[src/rtl/ip_ppi_responder.sv]
// PPI (8255-style) responder on the MSX-50BUS: slot register, keyboard column input,
// port C control bits and the mode/bit set-reset control port at I/O A8h..ABh.
module ip_ppi_responder (
    input  logic        n_reset,
    input  logic        clk,
    input  logic [15:0] bus_address,
    output logic        bus_io_cs,
    output logic        bus_memory_cs,
    input  logic [7:0]  bus_write_data,
    output logic [7:0]  bus_read_data,
    output logic        bus_read_ready,
    input  logic        bus_read,
    input  logic        bus_write,
    input  logic        bus_io,
    input  logic        bus_memory,
    output logic [7:0]  primary_slot,
    output logic [3:0]  key_matrix_row,
    output logic        motor_off,
    output logic        cas_write,
    output logic        caps_led_off,
    output logic        click_sound,
    input  logic [7:0]  key_matrix_column
);

    logic [7:0] primary_slot_r;
    logic [7:0] port_c_r;
    logic [7:0] control_word_r;
    logic [7:0] column_meta_r;
    logic [7:0] column_sync_r;
    logic       read_ready_r;
    logic [7:0] read_data_r;

    logic       access_s;
    logic       write_hit_s;
    logic       read_hit_s;
    logic [7:0] primary_slot_next_s;
    logic [7:0] port_c_next_s;
    logic [7:0] control_word_next_s;
    logic [7:0] read_data_next_s;

    // Upper address byte and the stored control word have no observable effect.
    logic unused_ok_s;
    assign unused_ok_s = &{1'b0, bus_address[15:8], control_word_r};

    assign bus_io_cs      = 1'b1;
    assign bus_memory_cs  = 1'b0;
    assign bus_read_ready = read_ready_r;
    assign bus_read_data  = read_data_r;
    assign primary_slot   = primary_slot_r;
    assign key_matrix_row = port_c_r[3:0];
    assign motor_off      = port_c_r[4];
    assign cas_write      = port_c_r[5];
    assign caps_led_off   = port_c_r[6];
    assign click_sound    = port_c_r[7];

    // Address decode, register write effects and read-response data selection.
    always_comb begin
        primary_slot_next_s = primary_slot_r;
        port_c_next_s       = port_c_r;
        control_word_next_s = control_word_r;
        read_data_next_s    = 8'h00;

        access_s    = bus_io && !bus_memory && (bus_address[7:2] == 6'b101010);
        write_hit_s = access_s && bus_write;
        // A simultaneous write wins; the read strobe is then dropped.
        read_hit_s  = access_s && bus_read && !bus_write;

        if (write_hit_s) begin
            case (bus_address[1:0])
                2'b00: primary_slot_next_s = bus_write_data;
                2'b01: primary_slot_next_s = primary_slot_r;
                2'b10: port_c_next_s = bus_write_data;
                2'b11: begin
                    if (bus_write_data[7]) begin
                        control_word_next_s = bus_write_data;
                        primary_slot_next_s = 8'h00;
                        port_c_next_s       = 8'h00;
                    end else begin
                        port_c_next_s[bus_write_data[3:1]] = bus_write_data[0];
                    end
                end
                default: primary_slot_next_s = primary_slot_r;
            endcase
        end else begin
            primary_slot_next_s = primary_slot_r;
        end

        if (read_hit_s) begin
            case (bus_address[1:0])
                2'b00:   read_data_next_s = primary_slot_r;
                2'b01:   read_data_next_s = column_sync_r;
                2'b10:   read_data_next_s = port_c_r;
                2'b11:   read_data_next_s = 8'hFF;
                default: read_data_next_s = 8'h00;
            endcase
        end else begin
            read_data_next_s = 8'h00;
        end
    end

    // Register state, column synchronizer and the one-cycle read response.
    always_ff @(posedge clk or negedge n_reset) begin
        if (!n_reset) begin
            primary_slot_r <= 8'h00;
            port_c_r       <= 8'h00;
            control_word_r <= 8'h82;
            column_meta_r  <= 8'h00;
            column_sync_r  <= 8'h00;
            read_ready_r   <= 1'b0;
            read_data_r    <= 8'h00;
        end else begin
            primary_slot_r <= primary_slot_next_s;
            port_c_r       <= port_c_next_s;
            control_word_r <= control_word_next_s;
            column_meta_r  <= key_matrix_column;
            column_sync_r  <= column_meta_r;
            read_ready_r   <= read_hit_s;
            read_data_r    <= read_data_next_s;
        end
    end

endmodule
[config.mk]
export PLATFORM = sky130hd
export DESIGN_NAME = ip_ppi_responder
export DESIGN_NICKNAME = d
export VERILOG_FILES = /design/src/rtl/ip_ppi_responder.sv
export SDC_FILE = /design/constraint.sdc
export NUM_CORES = 1
export LEC_CHECK = 0
export ABC_AREA = 1
export BUFFER_PORTS_ARGS = -buffer_cell sky130_fd_sc_hd__buf_4
export CAP_MARGIN = 20
export CORE_ASPECT_RATIO = 1.4
export CORE_MARGIN = 2
export CORE_UTILIZATION = 51
export CTS_BUF_LIST = sky130_fd_sc_hd__clkbuf_4
export CTS_CLUSTER_DIAMETER = 50
export CTS_CLUSTER_SIZE = 24
export DETAILED_ROUTE_END_ITERATION = 16
export PLACE_DENSITY = 0.82
export SLEW_MARGIN = 20
export SYNTH_ARGS = -nofsm -noshare
export SYNTH_HDL_FRONTEND = slang
export SYNTH_SLANG_ARGS = --single-unit
[constraint.sdc]
create_clock -name clk -period 1.1 [get_ports clk]
set_input_delay 0.22 -clock clk [delete_from_list [all_inputs] [get_ports clk]]
set_output_delay 0.22 -clock clk [all_outputs]
set_load 0.02 [all_outputs]
==> results.cfg, run 1 <==
[clocking]
cts_tree = done
clkLatencyLatePin_ps = 360
cts_sinks = 41
ctsRootBufferMaster = clkbuf_4
h-tree-depth = 2
cts_buffer_depth = 2
clkTransAtPathRegs_ps = 120
cts_made_buffers = 5

[drt]
via_count = 1771
drc = 0
finalWirelength_um = 4970
firstDrtPassIters = 5
dr.first_iter.drc_count = 71
drtAntennaViolNets = 0
via_per_inst = 5.45
wl_per_cell_um = 15.3

[timing]
slew_headroom = 0.470
fin_skew_ps = 6.92
worst_pin_slew_ps = 793
fmax_mhz = 860
worst_slack_ps = -63.4
drv_slew = 0
timing.final.hold_violations = 0
rsz0062_at_grt = yes
setup_tns_ps = -491
fin_crit_sh = 1.06
hold-worst-slack_ps = 165
setup_viol = 19
min_period_ps = 1160

[die]
start_util = 0.533
dieWidth_um = 54.2
rows = 25
core-area_um2 = 3380
pin_count = 65
die-area_um2 = 4030
die_h_um = 74.3

[final_layout]
drive_above_1_share = 0.386
nNetsFinal = 322
num_antenna_cells = 0
final_common_cell = buf_4
final_area_um2 = 2730
mostFrequentLayoutCells = 57 x buf_4, 53 x nand2_1, 41 x dfrtp_1
final_util = 0.807
area_growth_pct = 51.5

[critical_path]
slowest_delay_ps = 440
reg2reg_slack_ps = 20
worstPathRequired_ps = 880
reg2reg_to = bus_read_data[4]$_DFF_PN0_
path_delay_family = flip-flops
crit_path_top_delay_cell = dfrtp_1
crit_path_start_kind = flop
critPathBufInv = 1
crit_arrival_ps = 940
path_class = flop to output pin
cp_max_fo = 3
cp_cell_sequence = buf_6
reg2regPathDepth = 5
cp-end-kind = output pin
reg2reg_from = port_c_r[4]$_DFFE_PN0P_

[worst_hold_path]
min_to = primary_slot[5]$_DFFE_PN0P_
hold_path_class = input port to flop
hp-start = bus_write_data[5]
min_delay_path_depth = 3

[place]
gp_congestion = 0.957
dpl_worst_slack_ps = -91.0
dp.final_hpwl_um = 3040
dpl_cell_area_um2 = 2270
port_buffers = 54

[power]
p_per_area_nw_per_um2 = 1080
ir_worst_vdd_mv = 1.19
leakagePower_uw = 0.00139

[grt]
grt_max_degree = 42
grt_pass1_wl_um = 7470
grt_use_total = 0.259
grt.overflow.total = 0
grt_pass1_vias = 1676
antenna_found_initial = 0

[synth]
synthCells = 193
synth_warnings = 0
avgSynthCellArea_um2 = 9.33
synth_nets = 231
yosys_register_bits = 41
synth_cell_types = 24
seq_area_frac_synth = 0.570
syn_area_um2 = 1800

[run_status]
violations = negative setup slack
outcome = complete, but fails checks

[job]
drv_cap = 0
-- registers in the layout, indices dropped and copies added, names as in the netlist --
register and count:
bus_read_data 8, column_meta_r 8, column_sync_r 8, port_c_r 8, primary_slot 8, bus_read_ready 1
-- synthesized netlist by cell type --
master | count | share of area
a21oi_1 | 3 | 0.0083
buf_2 | 1 | 0.0028
conb_1 | 2 | 0.0042
nand3_2 | 1 | 0.0056
buf_6 | 1 | 0.0063
a221oi_1 | 5 | 0.024
nor2_2 | 1 | 0.0035
nor2_8 | 1 | 0.011
buf_4 | 5 | 0.021
dfrtp_1 | 41 | 0.57
nor2_1 | 10 | 0.021
nor2_4 | 1 | 0.0063
o21ai_0 | 3 | 0.0083
inv_2 | 1 | 0.0021
inv_1 | 11 | 0.023
clkbuf_1 | 1 | 0.0021
o21ai_1 | 15 | 0.042
nand3_1 | 18 | 0.050
nand2_4 | 2 | 0.013
nand3_4 | 1 | 0.0097
nand2_1 | 56 | 0.12
a22oi_1 | 3 | 0.013
nand4_1 | 8 | 0.028
o21ai_2 | 2 | 0.0097
-- worst max-delay path by stage --
stage | start | end | slack [ps] | cells past startpoint
2_1_floorplan | bus_address[3] | primary_slot[6]$_DFFE_PN0P_ | -6 | 8
3_5_place_dp | bus_address[1] | bus_read_data[7]$_DFF_PN0_ | -90 | 4
4_1_cts | port_c_r[3]$_DFFE_PN0P_ | key_matrix_row[3] | -60 | 1
5_1_grt | port_c_r[3]$_DFFE_PN0P_ | key_matrix_row[3] | -100 | 1
3_3_place_gp | bus_address[4] | primary_slot[6]$_DFFE_PN0P_ | -70 | 7
6_report | port_c_r[3]$_DFFE_PN0P_ | key_matrix_row[3] | -60 | 1
-- final cells by class --
cell class / count / area (um2)
clock buffers: 5 / 37.5
clock inverters: 3 / 41.3
fillers: 216 / 651
inverters: 12 / 45.0
multi-input cells: 132 / 717
flip-flops and latches: 41 / 1030
well taps: 40 / 50.0
repair buffers: 92 / 811
-- cells by family (layout without fill, tap and decap cells) --
logic type,after synthesis,after routing,share of synthesized area
AND/OR/NAND/NOR,99,99,0.264
other,2,2,0.00417
AO/OA/AOI/OAI,31,31,0.105
buffers and inverters,20,112,0.0570
flip-flops,41,41,0.570
-- routing by layer --
layer  track usage  vias to the layer above  part of all wire
met5             0                        -                 0
met4         0.136                        0             0.031
met3        0.0582                       16             0.064
met2         0.440                       90              0.56
met1         0.296                      837              0.35
li1              -                      828                 -
-- through the flow --
step,total power (uW),instances
floorplan,1750,193
global placement,1920,288
detailed placement,1930,288
CTS,2920,320
global route,3050,325
finish,2940,325
-- what timing repair did --
action                                 CTS  global route
endpoints found under the hold margin   49             0
buffers inserted                        16             5
setup endpoints to repair               25            29
resized for setup                       26             8
pin swaps                                0             2
hold buffers                             9             0
-- report_power, final --
group / internal [uW] / switching [uW]
Sequential: 1550 / 20.2
Combinational: 190 / 224
Clock: 470 / 487
Power figures use the tool's default switching activity.
==> run 2, diff against run 1 <==
--- a/config.mk
+++ b/config.mk
@@ -10,12 +10,13 @@
 export CAP_MARGIN = 20
 export CORE_ASPECT_RATIO = 1.4
 export CORE_MARGIN = 2
-export CORE_UTILIZATION = 51
+export CORE_UTILIZATION = 45
 export CTS_BUF_LIST = sky130_fd_sc_hd__clkbuf_4
 export CTS_CLUSTER_DIAMETER = 50
 export CTS_CLUSTER_SIZE = 24
 export DETAILED_ROUTE_END_ITERATION = 16
-export PLACE_DENSITY = 0.82
+export PLACE_DENSITY = 0.74
+export REMOVE_ABC_BUFFERS = 1
 export SLEW_MARGIN = 20
 export SYNTH_ARGS = -nofsm -noshare
 export SYNTH_HDL_FRONTEND = slang
==> results.cfg, run 2 (synthesis results as in run 1) <==
[run_status]
outcome = complete, but fails checks
violations = negative setup slack

[final_layout]
final_common_cell = buf_4
num_antenna_cells = 0
area_growth_pct = 53.5
stdcell_count = 330
nNetsFinal = 324
drive_above_1_share = 0.387
final_util = 0.711
mostFrequentLayoutCells = 58 x buf_4, 53 x nand2_1, 41 x dfrtp_1

[die]
dieWidth_um = 57.5
die-area_um2 = 4530
core-area_um2 = 3880
pin_count = 65
rows = 27
start_util = 0.463
die_h_um = 78.8

[grt]
antenna_found_initial = 0
grt_pass1_wl_um = 7990
grt_max_degree = 42
grt_use_total = 0.235
grt.overflow.total = 0
grt_pass1_vias = 1771

[critical_path]
cp-end-kind = output pin
reg2reg_from = port_c_r[3]$_DFFE_PN0P_
critPathBufInv = 1
crit_path_start_kind = flop
path_class = flop to output pin
reg2reg_to = bus_read_data[3]$_DFF_PN0_
cp_max_fo = 2
endpoint = primary_slot[6]
slowest_delay_ps = 430
crit_path_top_delay_cell = dfrtp_1
worstPathRequired_ps = 880
crit_arrival_ps = 950
reg2regPathDepth = 5
reg2reg_slack_ps = -20
cp.depth = 1
path_delay_family = flip-flops
cp_cell_sequence = buf_6
critPathLaunch = primary_slot[6]$_DFFE_PN0P_

[clocking]
cts_sinks = 41
clkTransAtPathRegs_ps = 140
cts_buffer_depth = 2
cts_made_buffers = 5
ctsRootBufferMaster = clkbuf_4
h-tree-depth = 2
cts_tree = done
clkLatencyLatePin_ps = 380

[power]
ir_worst_vdd_mv = 1.45
p_total_uw = 3000
leakagePower_uw = 0.00142
p_per_area_nw_per_um2 = 1090

[timing]
min_period_ps = 1170
fmax_mhz = 853
timing.final.hold_violations = 0
fin_skew_ps = 19.5
drv_slew = 0
setup_viol = 24
rsz0062_at_grt = yes
worst_slack_ps = -72.1
fin_crit_sh = 1.07

[drt]
via_count = 1763
top_layer = met4
wl_met2_um = 2870
finalWirelength_um = 4990
wl_per_cell_um = 15.1
wl_met1_um = 1710
drtAntennaViolNets = 0
wl_met3_um = 233
dr.first_iter.drc_count = 54
drc = 0
via_per_inst = 5.34
firstDrtPassIters = 4

[place]
dp.final_hpwl_um = 3080
dpl_worst_slack_ps = -109
dp.cells = 293
port_buffers = 54
gp_congestion = 0.860

[worst_hold_path]
hold_path_class = input port to flop
hp-start = bus_write_data[6]

[job]
drv_cap = 0
-- run 2: cell count changes in the layout (fill, tap and decap cells not counted), sizes merged --
cell	previous run	this run
inv	12	13
clkinvlp	1	0
buf	83	85
-- run 2: power breakdown --
part,switching [uW],internal (uW)
clock,522,483
sequential,22.0,1550
combinational,222,205
total,766,2230
-- run 2: metal layers --
layer | track usage | up-vias
met5 | 0 | -
met4 | 0.140 | 0
met3 | 0.0326 | 17
met2 | 0.428 | 68
met1 | 0.249 | 847
li1 | - | 831
-- run 2: stage by stage --
stage                     setup TNS [ps]  cell area (um2)  hold WS, ps
final                               -881             2760          124
after global routing               -1630             2760          129
after CTS                           -825             2700          123
after global placement             -1480             2310          220
after floorplan                        0             1740        -75.6
after detailed placement           -1700             2310          225
-- run 2: final cells by class --
| type | instances | area (um2) |
|---|---|---|
| well taps | 43 | 53.8 |
| multi-input cells | 132 | 711 |
| clock buffers | 5 | 37.5 |
| fillers | 292 | 1120 |
| clock inverters | 3 | 43.8 |
| repair buffers | 94 | 847 |
| flip-flops and latches | 41 | 1030 |
| inverters | 12 | 45.0 |
-- run 2: worst min-delay path by stage --
stage,cells past startpoint,slack (ps),endpoint
2_1_floorplan,0,-80,bus_read_data[0]$_DFF_PN0_
4_1_cts,3,120,primary_slot[6]$_DFFE_PN0P_
3_5_place_dp,1,230,column_meta_r[7]$_DFF_PN0_
6_report,3,120,primary_slot[6]$_DFFE_PN0P_
3_3_place_gp,1,220,column_sync_r[7]$_DFF_PN0_
5_1_grt,3,130,primary_slot[6]$_DFFE_PN0P_
-- run 2: what timing repair did --
item | CTS | global route
hold buffers | 9 | 0
pin swaps | 0 | 0
resized for setup | 25 | 8
gates cloned | 0 | 0
hold endpoints to repair | 49 | 0
buffers inserted | 16 | 4
endpoints found under the setup margin | 25 | 30
==> run 3, diff against run 2 <==
--- a/config.mk
+++ b/config.mk
@@ -11,7 +11,7 @@
 export CORE_ASPECT_RATIO = 1.4
 export CORE_MARGIN = 2
 export CORE_UTILIZATION = 45
-export CTS_BUF_LIST = sky130_fd_sc_hd__clkbuf_4
+export CTS_BUF_LIST = sky130_fd_sc_hd__clkbuf_4 sky130_fd_sc_hd__clkbuf_8
 export CTS_CLUSTER_DIAMETER = 50
 export CTS_CLUSTER_SIZE = 24
 export DETAILED_ROUTE_END_ITERATION = 16
==> results.cfg, run 3 (synthesis results as in run 1) <==
[run_status]
outcome = completed

[timing]
min_period_ps = 1090
rsz0062_at_grt = yes
setup_tns_ps = 0
worst_slack_ps = 12.1
drv_slew = 0
setup_viol = 0
fin_crit_sh = 0.989
fin_skew_ps = 9.25
timing.final.hold_violations = 0
fmax_mhz = 919
hold-worst-slack_ps = 22.2

[grt]
antenna_found_initial = 0
grt.overflow.total = 0
grt_max_degree = 42
grt_pass1_vias = 1609
grt_pass1_wl_um = 7160
grt_use_total = 0.210

[critical_path]
crit_path_top_delay_cell = dfrtp_1
crit_arrival_ps = 870
cp_cell_sequence = buf_4
path_delay_family = flip-flops
cp_max_fo = 2
slowest_delay_ps = 400
critPathBufInv = 1
path_class = flop to output pin
worstPathRequired_ps = 880
crit_path_start_kind = flop
cp-end-kind = output pin

[drt]
drc = 0
via_count = 1613
finalWirelength_um = 4380
wl_per_cell_um = 14.0
firstDrtPassIters = 4
dr.first_iter.drc_count = 60
via_per_inst = 5.14
drtAntennaViolNets = 0

[clocking]
cts_tree = done
clkTransAtPathRegs_ps = 80
cts_buffer_depth = 2
cts_made_buffers = 5
cts_sinks = 41
clkLatencyLatePin_ps = 300
h-tree-depth = 2
ctsRootBufferMaster = clkbuf_8

[power]
p_per_area_nw_per_um2 = 1230
leakagePower_uw = 0.00134
power.share.clock = 0.383
seq_power_share = 0.498
p_total_uw = 3150
p_int_uw = 2400
p_comb_frac = 0.119
switching_share = 0.238
ir_worst_vdd_mv = 1.84
p_sw_uw = 750

[final_layout]
mostFrequentLayoutCells = 66 x buf_4, 56 x nand2_1, 41 x dfrtp_1
area_growth_pct = 42.7
final_common_cell = buf_4
nNetsFinal = 308
num_antenna_cells = 0
final_area_um2 = 2570
drive_above_1_share = 0.358

[job]
drv_cap = 0

[place]
gp_congestion = 0.860
dpl_worst_slack_ps = -109
port_buffers = 54
dp.final_hpwl_um = 3080
dpl_cell_area_um2 = 2310

[die]
dieWidth_um = 57.5
die-area_um2 = 4530
start_util = 0.463
rows = 27
core-area_um2 = 3880
die_h_um = 78.8
pin_count = 65

[worst_hold_path]
hold_path_class = input port to flop
## run 3: path summary, 6_finish.rpt
path | start | cells after the start | slack, ps | end
setup / recovery | port_c_r[5]$_DFFE_PN0P_ | 1 | 10 | cas_write
hold / removal | key_matrix_column[7] | 1 | 20 | column_meta_r[7]$_DFF_PN0_
setup reg to reg | port_c_r[5]$_DFFE_PN0P_ | 5 | 30 | bus_read_data[5]$_DFF_PN0_
hold reg to reg | column_meta_r[6]$_DFF_PN0_ | 0 | 350 | column_sync_r[6]$_DFF_PN0_
max in group asynchronous | n_reset | 2 | 330 | primary_slot[1]$_DFFE_PN0P_
min in group asynchronous | n_reset | 2 | 430 | column_meta_r[7]$_DFF_PN0_
## run 3: layer usage
| layer | GRT usage | part of all wire |
|---|---|---|
| met3 | 0.0472 | 0.056 |
| met1 | 0.227 | 0.37 |
| met2 | 0.373 | 0.54 |
| met4 | 0.109 | 0.032 |
| met5 | 0 | 0 |
## run 3: timing repair
item / in CTS / in global routing
setup buffers: 6 / 6
endpoints found under the setup margin: 6 / 18
hold endpoints to repair: 41 / 0
hold buffers: 1 / 0
resized for setup: 0 / 11
## run 3: area by class of cell
type | count | area, um2
clock buffers | 5 | 68.8
multi-input cells | 132 | 684
inverters | 12 | 45.0
flip-flops and latches | 41 | 1030
clock inverters | 3 | 43.8
repair buffers | 78 | 647
fillers | 325 | 1320
well taps | 43 | 53.8
## run 3: power groups by stage
| stage | registers (uW) | logic, uW | clock network, uW |
|---|---|---|---|
| after global placement | 1590 | 345 | 0 |
| after detailed placement | 1600 | 351 | 0 |
| final | 1570 | 375 | 1210 |
| after floorplan | 1600 | 114 | 0 |
| after CTS | 1570 | 362 | 1240 |
| after global routing | 1570 | 414 | 1310 |
## run 3: per-stage QoR
stage                      util  cells
after floorplan               -    185
after global placement    0.595    293
after detailed placement  0.595    293
after CTS                 0.638    308
after global routing      0.661    314
final                     0.661    314
